## config.mk

```make
export PLATFORM = sky130hd
export DESIGN_NAME = omsp_spm_key_loader
export DESIGN_NICKNAME = d
export VERILOG_FILES = /design/src/rtl/omsp_spm_key_loader.sv
export SDC_FILE = /design/constraint.sdc
export NUM_CORES = 1
export LEC_CHECK = 0
export ABC_AREA = 1
export CELL_PAD_IN_SITES_DETAIL_PLACEMENT = 0
export CELL_PAD_IN_SITES_GLOBAL_PLACEMENT = 1
export CORE_UTILIZATION = 39
export CTS_BUF_LIST = sky130_fd_sc_hd__clkbuf_8
export CTS_CLUSTER_DIAMETER = 150
export CTS_CLUSTER_SIZE = 24
export DETAILED_ROUTE_END_ITERATION = 10
export PLACE_DENSITY_LB_ADDON = 0.12
export SETUP_SLACK_MARGIN = 0.2
export SLEW_MARGIN = 5
export SYNTH_ARGS = -nofsm -noshare
export SYNTH_HDL_FRONTEND = slang
export SYNTH_SLANG_ARGS = --single-unit
```

## constraint.sdc

```tcl
create_clock -name mclk -period 2.6 [get_ports mclk]
set_input_delay 0.52 -clock mclk [delete_from_list [all_inputs] [get_ports mclk]]
set_output_delay 0.52 -clock mclk [all_outputs]
set_load 0.005 [all_outputs]
```

## src/rtl/omsp_spm_key_loader.sv

```systemverilog
// ---------------------------------------------------------------------------
// omsp_spm_key_loader
//
// Captures a freshly derived module key and streams it, one 16-bit word per
// cycle, into the key-write port of the SPM control array. Word 0 is the most
// significant word of key_data (bit 0 of key_data is the key MSB).
//
// Ports
//   mclk, puc_rst_n   clock and asynchronous active-low reset
//   start, key_data   load request and key (key valid in the start cycle only)
//   hold              stall: no write, index frozen
//   abort             cancel the transfer in progress (ignored outside WRITE)
//   write_key, key_in, key_idx   word-write interface to the SPM control block
//   busy              high while a transfer is in WRITE or DONE
//   done, aborted     one-cycle completion / cancellation pulses
// ---------------------------------------------------------------------------
module omsp_spm_key_loader #(
    parameter int SECURITY     = 64,
    parameter int KEY_IDX_SIZE = 2
) (
    input  logic                    mclk,
    input  logic                    puc_rst_n,
    input  logic                    start,
    input  logic [0:SECURITY-1]     key_data,
    input  logic                    hold,
    input  logic                    abort,
    output logic                    write_key,
    output logic [15:0]             key_in,
    output logic [KEY_IDX_SIZE-1:0] key_idx,
    output logic                    busy,
    output logic                    done,
    output logic                    aborted
);

    localparam int N = SECURITY / 16;

    typedef enum logic [1:0] {
        ST_IDLE  = 2'd0,
        ST_WRITE = 2'd1,
        ST_DONE  = 2'd2
    } state_t;

    state_t                    state_q, state_d;
    logic [N-1:0][15:0]        key_buf_q, key_buf_d;
    logic [KEY_IDX_SIZE-1:0]   cnt_q, cnt_d;
    logic                      busy_q, busy_d;
    logic                      done_q, done_d;
    logic                      aborted_q, aborted_d;

    logic in_write;
    logic wr;
    logic last_word;

    assign in_write  = (state_q == ST_WRITE);
    // abort has priority over hold: neither writes, but abort also cancels
    assign wr        = in_write & ~hold & ~abort;
    assign last_word = (cnt_q == KEY_IDX_SIZE'(N - 1));

    always_comb begin
        state_d   = state_q;
        key_buf_d = key_buf_q;
        cnt_d     = cnt_q;
        done_d    = 1'b0;
        aborted_d = 1'b0;
        case (state_q)
            ST_IDLE: begin
                if (start) begin
                    for (int i = 0; i < N; i++) begin
                        key_buf_d[i] = key_data[i*16 +: 16];
                    end
                    cnt_d   = '0;
                    state_d = ST_WRITE;
                end
            end
            ST_WRITE: begin
                if (abort) begin
                    state_d   = ST_IDLE;
                    key_buf_d = '0;
                    cnt_d     = '0;
                    aborted_d = 1'b1;
                end else if (!hold) begin
                    if (last_word) begin
                        // counter stays put; it is cleared in DONE
                        state_d = ST_DONE;
                        done_d  = 1'b1;
                    end else begin
                        cnt_d = cnt_q + 1'b1;
                    end
                end
            end
            ST_DONE: begin
                // key fully written: return to IDLE regardless of abort
                state_d   = ST_IDLE;
                key_buf_d = '0;
                cnt_d     = '0;
            end
            default: begin
                state_d   = ST_IDLE;
                key_buf_d = '0;
                cnt_d     = '0;
            end
        endcase
        busy_d = (state_d != ST_IDLE);
    end

    always_ff @(posedge mclk or negedge puc_rst_n) begin
        if (!puc_rst_n) begin
            state_q   <= ST_IDLE;
            key_buf_q <= '0;
            cnt_q     <= '0;
            busy_q    <= 1'b0;
            done_q    <= 1'b0;
            aborted_q <= 1'b0;
        end else begin
            state_q   <= state_d;
            key_buf_q <= key_buf_d;
            cnt_q     <= cnt_d;
            busy_q    <= busy_d;
            done_q    <= done_d;
            aborted_q <= aborted_d;
        end
    end

    // Key material is only driven out while in WRITE
    assign write_key = wr;
    assign key_in    = in_write ? key_buf_q[cnt_q] : 16'h0000;
    assign key_idx   = in_write ? cnt_q : '0;
    assign busy      = busy_q;
    assign done      = done_q;
    assign aborted   = aborted_q;

endmodule
```

=== Yosys cells after proc, flatten, opt, wreduce, memory -nomap -nowiden ===
Cells that the tools add are included.

* $add $sub $neg: 1
* $lt $le $gt $ge: 1
* Equality and inequality tests: 6
* Mux-type cells: 23
* Bitwise logic cells: 4
* Reduce and logical (&&, ||, !) cells: 4

{| class="wikitable"
|+ Operators by type and width
! cell !! count
|-
| 2-to-1 mux 64 bit || 2
|-
| case mux 64 bit (2 select lines) || 1
|-
| binary-select mux 16 bit (select 2 bit) || 1
|-
| 2-to-1 mux 16 bit || 2
|-
| 2-to-1 mux 2 bit || 9
|-
| case mux 2 bit (2 select lines) || 2
|-
| 2-to-1 mux 1 bit || 6
|-
| != test 3 bit (second input constant) || 2
|-
| != test 2 bit (second input constant) || 2
|-
| less-than comparator 2 x 3 -> 1 bit (second input constant) || 1
|-
| AND reduction 3 bit || 1
|-
| adder 2 x 1 -> 2 bit (second input constant) || 1
|-
| bitwise AND 1 bit || 2
|-
| equality test 2 x 1 -> 1 bit (second input constant) || 1
|-
| equality test 2 bit (second input constant) || 1
|-
| zero test 2 bit || 1
|-
| NOT 1 bit || 2
|-
| AND reduction 2 bit || 1
|-
| nonzero test 2 bit || 1
|}

* Register bits: 71
* Input bits: 69
* Output and inout bits: 22
* Word-level logic and storage cells: 48

=== Depth between registers and ports, before layout ===
Gate-level depths: netlist of the first run.

* Depth in word-level cells: 6
* Mapped depth: 7
* Mapped depth without buffers: 5

=== Worst setup path before layout of the first run ===
Ideal clock, no wire load.

* Kind: reg-to-output
* Start: register cnt_q[1]
* End: output port key_in[10]
* Arrival time: 1.023 ns
* Required time: 2.080 ns
* Path slack: 1.057 ns
* Cell stages (with the launch flop): 6
* Path buffers: 2
* Path through: dfrtp_1 buf_2 clkinv_1 buf_4 nand3_1 a21oi_1

* Word-level cells in the longest chain between the ends: 3

{| class="wikitable"
|+ Ends and longest elaborated chain
! what !! line !! source
|-
| from (decl) || 45 || <nowiki>logic [KEY_IDX_SIZE-1:0] cnt_q, cnt_d;</nowiki>
|-
| from (signal assigned) || 117 || <nowiki>cnt_q <= cnt_d;</nowiki>
|-
| binary-select mux 16 bit (select 2 bit) || 126 || <nowiki>assign key_in = in_write ? key_buf_q[cnt_q] : 16'h0000;</nowiki>
|-
| 2-to-1 mux 16 bit (implied by the code) || 126 ||
|-
| 2-to-1 mux 16 bit || 126 ||
|-
| to (decl) || 28 || <nowiki>output logic [15:0] key_in,</nowiki>
|}

Every way passes these cells. The select of a mux whose other input is x is not followed.

=== Worst setup path after layout of the first run ===
* Start: input port abort
* End: output port write_key

* Word-level cells in the longest chain between the ends: 2

{| class="wikitable"
|+ Ends and longest elaborated chain
! what !! line !! source
|-
| from (decl) || 26 || <nowiki>input logic abort,</nowiki>
|-
| NOT 1 bit || 56 || <nowiki>assign wr = in_write & ~hold & ~abort;</nowiki>
|-
| bitwise AND 1 bit || 56 ||
|-
| to (decl) || 27 || <nowiki>output logic write_key,</nowiki>
|}

Every way passes these cells.

==> results of run 1 <==
[worst max-delay path by stage]
| stage | slack, ns | endpoint | depth (start not counted) | from |
|---|---|---|---|---|
| 2_1_floorplan | 1.06 | key_in[10] | 5 | cnt_q[1] |
| 3_3_place_gp | 0.31 | write_key | 5 | abort |
| 3_5_place_dp | 0.29 | write_key | 5 | abort |
| 4_1_cts | 0.16 | key_in[0] | 7 | cnt_q[0] |
| 5_1_grt | 0.19 | key_idx[1] | 5 | state_q[1] |
| 6_report | 0.26 | write_key | 5 | abort |
[metal layers]
metal,track usage,vias up,share of wire
met3,0.04388,12,0.046
li1,-,1678,-
met2,0.3545,89,0.49
met4,0.05769,0,0.013
met5,0,-,0
met1,0.2732,1577,0.45
[worst max-delay path, stage by stage]
cell	delay [ns]
sky130_fd_sc_hd__clkdlybuf4s50_1	0.43
sky130_fd_sc_hd__inv_1	0.08
sky130_fd_sc_hd__nand3_1	0.13
sky130_fd_sc_hd__nor2_2	0.14
sky130_fd_sc_hd__clkdlybuf4s50_1	0.51
[final cells by class]
class	count	area, um2	share of cell area
clock buffers	9	123.9	0.02526
clock inverters	7	121.4	0.02475
inverters	40	153.9	0.03139
multi-input cells	344	1481	0.3021
flip-flops and latches	71	1778	0.3626
well taps	108	135.1	0.02756
repair buffers	107	1110	0.2263
[flip-flops by register name, summed over array words and instances, names as in the netlist]
register,count
aborted,1
busy,1
cnt_q,2
done,1
key_buf_q,64
state_q,2
[power by group through the flow]
stage	clock network, uW	registers [uW]	logic [uW]
floorplan	0	1330	425
global placement	0	1350	714
detailed placement	0	1350	725
CTS	1100	1330	739
global route	1150	1350	839
finish	1080	1330	741
[logic make-up after synthesis]
logic type,after synthesis,share of synthesized area
AO/OA/AOI/OAI,17,0.02388
buffers and inverters,73,0.09729
AND/OR/NAND/NOR,326,0.3765
adder cells (fa/ha/maj),1,0.003512
flip-flops,71,0.4988
[what timing repair did]
item | CTS | global route
endpoints found under the hold margin | 0 | 0
buffers inserted | 2 | 1
gates resized for setup | 14 | 22
pin swaps | 2 | 5
hold buffers | 0 | 0
setup endpoints to repair | 16 | 13
gates cloned | 0 | 2
[placed cells by master (no fill, tap or decap)]
master and count:
sky130_fd_sc_hd__a21oi_1 8, sky130_fd_sc_hd__clkinv_4 1, sky130_fd_sc_hd__bufinv_16 3, sky130_fd_sc_hd__clkbuf_16 1, sky130_fd_sc_hd__buf_4 11, sky130_fd_sc_hd__nand2_1 231, sky130_fd_sc_hd__o21ai_0 1, sky130_fd_sc_hd__buf_8 1
sky130_fd_sc_hd__dfrtp_2 1, sky130_fd_sc_hd__nor2_1 5, sky130_fd_sc_hd__dfrtp_1 70, sky130_fd_sc_hd__nand4_1 2, sky130_fd_sc_hd__buf_6 1, sky130_fd_sc_hd__dlygate4sd2_1 4, sky130_fd_sc_hd__inv_1 38, sky130_fd_sc_hd__dlymetal6s2s_1 12
sky130_fd_sc_hd__buf_2 2, sky130_fd_sc_hd__clkdlybuf4s50_1 72, sky130_fd_sc_hd__inv_4 1, sky130_fd_sc_hd__ha_1 1, sky130_fd_sc_hd__buf_12 3, sky130_fd_sc_hd__clkinv_2 1, sky130_fd_sc_hd__nor2_2 1, sky130_fd_sc_hd__a21oi_2 8
sky130_fd_sc_hd__nand2_2 2, sky130_fd_sc_hd__nand3_1 83, sky130_fd_sc_hd__clkinvlp_4 3, sky130_fd_sc_hd__nor2_4 1, sky130_fd_sc_hd__nand3_2 1, sky130_fd_sc_hd__clkbuf_8 9
[metrics by stage]
stage                     setup WS [ns]  power [uW]  instances  hold WS [ns]    util
after floorplan                   1.057        1755        488        0.2244       -
after global placement           0.3053        2065        665        0.4561  0.5148
after detailed placement         0.2895        2078        665        0.4594  0.5148
after CTS                        0.1596        3170        683        0.1938  0.5483
after global routing             0.1922        3338        686        0.2358  0.5595
final                            0.2642        3150        686        0.1885  0.5595
==> metrics.txt, run 1 <==
# TYPE chip_impl_metric gauge
chip_impl_metric{name="fin_tns_setup",unit="ns"} 0
chip_impl_metric{name="report.final.setup_viol",unit=""} 0
chip_impl_metric{name="grt_start_max_net_pins",unit=""} 66
chip_impl_info{name="worstReg2RegStart",value="state_q[1]"} 1
chip_impl_metric{name="p_seq_frac",unit=""} 0.423
chip_impl_metric{name="design.die.area",unit="mm2"} 0.009520
chip_impl_metric{name="ctsHtreeMaxLevel",unit=""} 3
chip_impl_info{name="critPathKind",value="in -> out"} 1
chip_impl_metric{name="drt_iter0_markers",unit=""} 118
chip_impl_metric{name="avgSynthCellArea",unit="um2"} 7.300
chip_impl_metric{name="tightest_slew",unit="ns"} 0.6621
chip_impl_info{name="crit-reg2reg-capture",value="key_buf_q[15]"} 1
chip_impl_metric{name="fp.dieW",unit="um"} 97.57
chip_impl_metric{name="finalWirelength",unit="um"} 9480
chip_impl_metric{name="regToRegSetupSlack",unit="ns"} 1.14
chip_impl_metric{name="io_buffer_count",unit=""} 90
chip_impl_metric{name="fillCellCount",unit=""} 868
chip_impl_metric{name="area.growth.synth_to_final",unit="%"} 37.65
chip_impl_metric{name="num_vias",unit=""} 3356
chip_impl_info{name="yosysTopAreaCell",value="sky130_fd_sc_hd__dfrtp_1"} 1
chip_impl_metric{name="fp.dieH",unit="um"} 97.57
chip_impl_metric{name="grt.total_usage",unit=""} 0.2102
chip_impl_metric{name="rows",unit=""} 34
chip_impl_metric{name="clock-skew-final",unit="ns"} 0.004766
chip_impl_metric{name="overflow",unit=""} 0
chip_impl_metric{name="relative_max_transition_margin",unit=""} 0.5586
chip_impl_metric{name="synthesis.instances",unit=""} 488
chip_impl_metric{name="max_clock_freq",unit="MHz"} 428.1
chip_impl_metric{name="post_synth_num_cell_types",unit=""} 18
chip_impl_metric{name="finalNetCount",unit=""} 643
chip_impl_info{name="postSynth.topFlopCell",value="sky130_fd_sc_hd__dfrtp_1"} 1
chip_impl_metric{name="drc_errors",unit=""} 0
chip_impl_metric{name="netSwitchingFraction",unit=""} 0.2951
chip_impl_metric{name="p_per_area",unit="mW/mm2"} 642.4
chip_impl_metric{name="ctsLongestPathBuffers",unit=""} 2
chip_impl_metric{name="vias_per_cell",unit=""} 4.892
chip_impl_info{name="yosysMostFrequentCell",value="sky130_fd_sc_hd__nand2_1"} 1
chip_impl_metric{name="synthesis.nets",unit=""} 558
chip_impl_metric{name="cts.sinks",unit=""} 71
chip_impl_metric{name="insertion_delay",unit="ns"} 0.35
chip_impl_metric{name="synth_top_cell_area_share",unit=""} 0.4988
chip_impl_metric{name="p_leak",unit="uW"} 0.002710
chip_impl_metric{name="detail-route-antenna-nets",unit=""} 0
chip_impl_metric{name="critPathMaxFanout",unit=""} 2
chip_impl_metric{name="floorplan.initialDensity",unit=""} 0.4065
chip_impl_metric{name="p_sw",unit="uW"} 929.5
chip_impl_metric{name="mappedNetlistArea",unit="mm2"} 0.003562
chip_impl_metric{name="timing.critical_path.required",unit="ns"} 2.08
chip_impl_metric{name="grt_first_pass_wirelength",unit="um"} 15980
chip_impl_metric{name="timing.critical_path.arrival",unit="ns"} 1.82
chip_impl_metric{name="period_share",unit=""} 0.8984
chip_impl_metric{name="antenna_cells",unit=""} 0
chip_impl_metric{name="drt_pass1_iterations",unit=""} 4
chip_impl_metric{name="vdd.ir_drop.worst",unit="mV"} 0.2791
chip_impl_metric{name="gp_congestion",unit=""} 0.8326
chip_impl_metric{name="ff2ff_path_depth",unit=""} 6
chip_impl_metric{name="finish.instance_area",unit="mm2"} 0.004903
chip_impl_metric{name="timing.max_cap.violations",unit=""} 0
chip_impl_info{name="tritoncts",value="built"} 1
chip_impl_metric{name="clk_network_pwr_share",unit=""} 0.342
chip_impl_info{name="result_of_the_run",value="finished, final reports clean"} 1
chip_impl_metric{name="postPlaceCellArea",unit="mm2"} 0.004512
chip_impl_metric{name="top_level_ports",unit=""} 91
chip_impl_info{name="grt_setup_unrepaired",value="yes"} 1
chip_impl_metric{name="wl_per_instance",unit="um"} 13.82
chip_impl_metric{name="report.final.slew_viol_count",unit=""} 0
chip_impl_info{name="critical_path.startpoint_type",value="input pin"} 1
chip_impl_info{name="cp-end-kind",value="primary output"} 1
chip_impl_metric{name="power_report.internal_total",unit="uW"} 2221
chip_impl_metric{name="core",unit="mm2"} 0.008763
chip_impl_metric{name="asyncSetResetFlopFracSynth",unit=""} 1.000
chip_impl_info{name="ctsRootBufferMaster",value="sky130_fd_sc_hd__clkbuf_8"} 1
chip_impl_metric{name="shortest_clock_period_the_worst_path_allows_after_layout",unit="ns"} 2.336
chip_impl_metric{name="grt_pass1_vias",unit=""} 3389
chip_impl_metric{name="seq_area_frac_synth",unit=""} 0.4988
chip_impl_info{name="post_synth_main_area_contributors",value="sky130_fd_sc_hd__dfrtp_1 (50%), sky130_fd_sc_hd__nand2_1 (24%), sky130_fd_sc_hd__nand3_1 (12%)"} 1
chip_impl_info{name="netlist_top_cells_count",value="sky130_fd_sc_hd__nand2_1 (231), sky130_fd_sc_hd__nand3_1 (84), sky130_fd_sc_hd__dfrtp_1 (71), sky130_fd_sc_hd__inv_1 (38)"} 1
chip_impl_metric{name="clkSlewWorstSetupHoldPaths",unit="ns"} 0.07
chip_impl_metric{name="combinationalPowerShare",unit=""} 0.235
chip_impl_metric{name="antenna_found_initial",unit=""} 0
chip_impl_info{name="hp-class",value="in -> async"} 1
chip_impl_metric{name="synth_warn",unit=""} 0
chip_impl_metric{name="synth_enable_flop_cells",unit=""} 0
chip_impl_metric{name="final_layout_size_suffix_gt1_frac",unit=""} 0.08824
chip_impl_metric{name="ys_ff_latch",unit=""} 71
chip_impl_metric{name="finalHoldViolCount",unit=""} 0
chip_impl_metric{name="place.detailed.hpwl",unit="um"} 6639
chip_impl_metric{name="cts_made_buffers",unit=""} 9
Power figures use the tool's default switching activity.
==> run 2, diff against run 1 <==
--- a/config.mk
+++ b/config.mk
@@ -6,6 +6,7 @@
 export NUM_CORES = 1
 export LEC_CHECK = 0
 export ABC_AREA = 1
+export CAP_MARGIN = 10
 export CELL_PAD_IN_SITES_DETAIL_PLACEMENT = 0
 export CELL_PAD_IN_SITES_GLOBAL_PLACEMENT = 1
 export CORE_UTILIZATION = 39
==> results of run 2 <==
The final DEF is identical to that of run 1; final timing and power are the same.
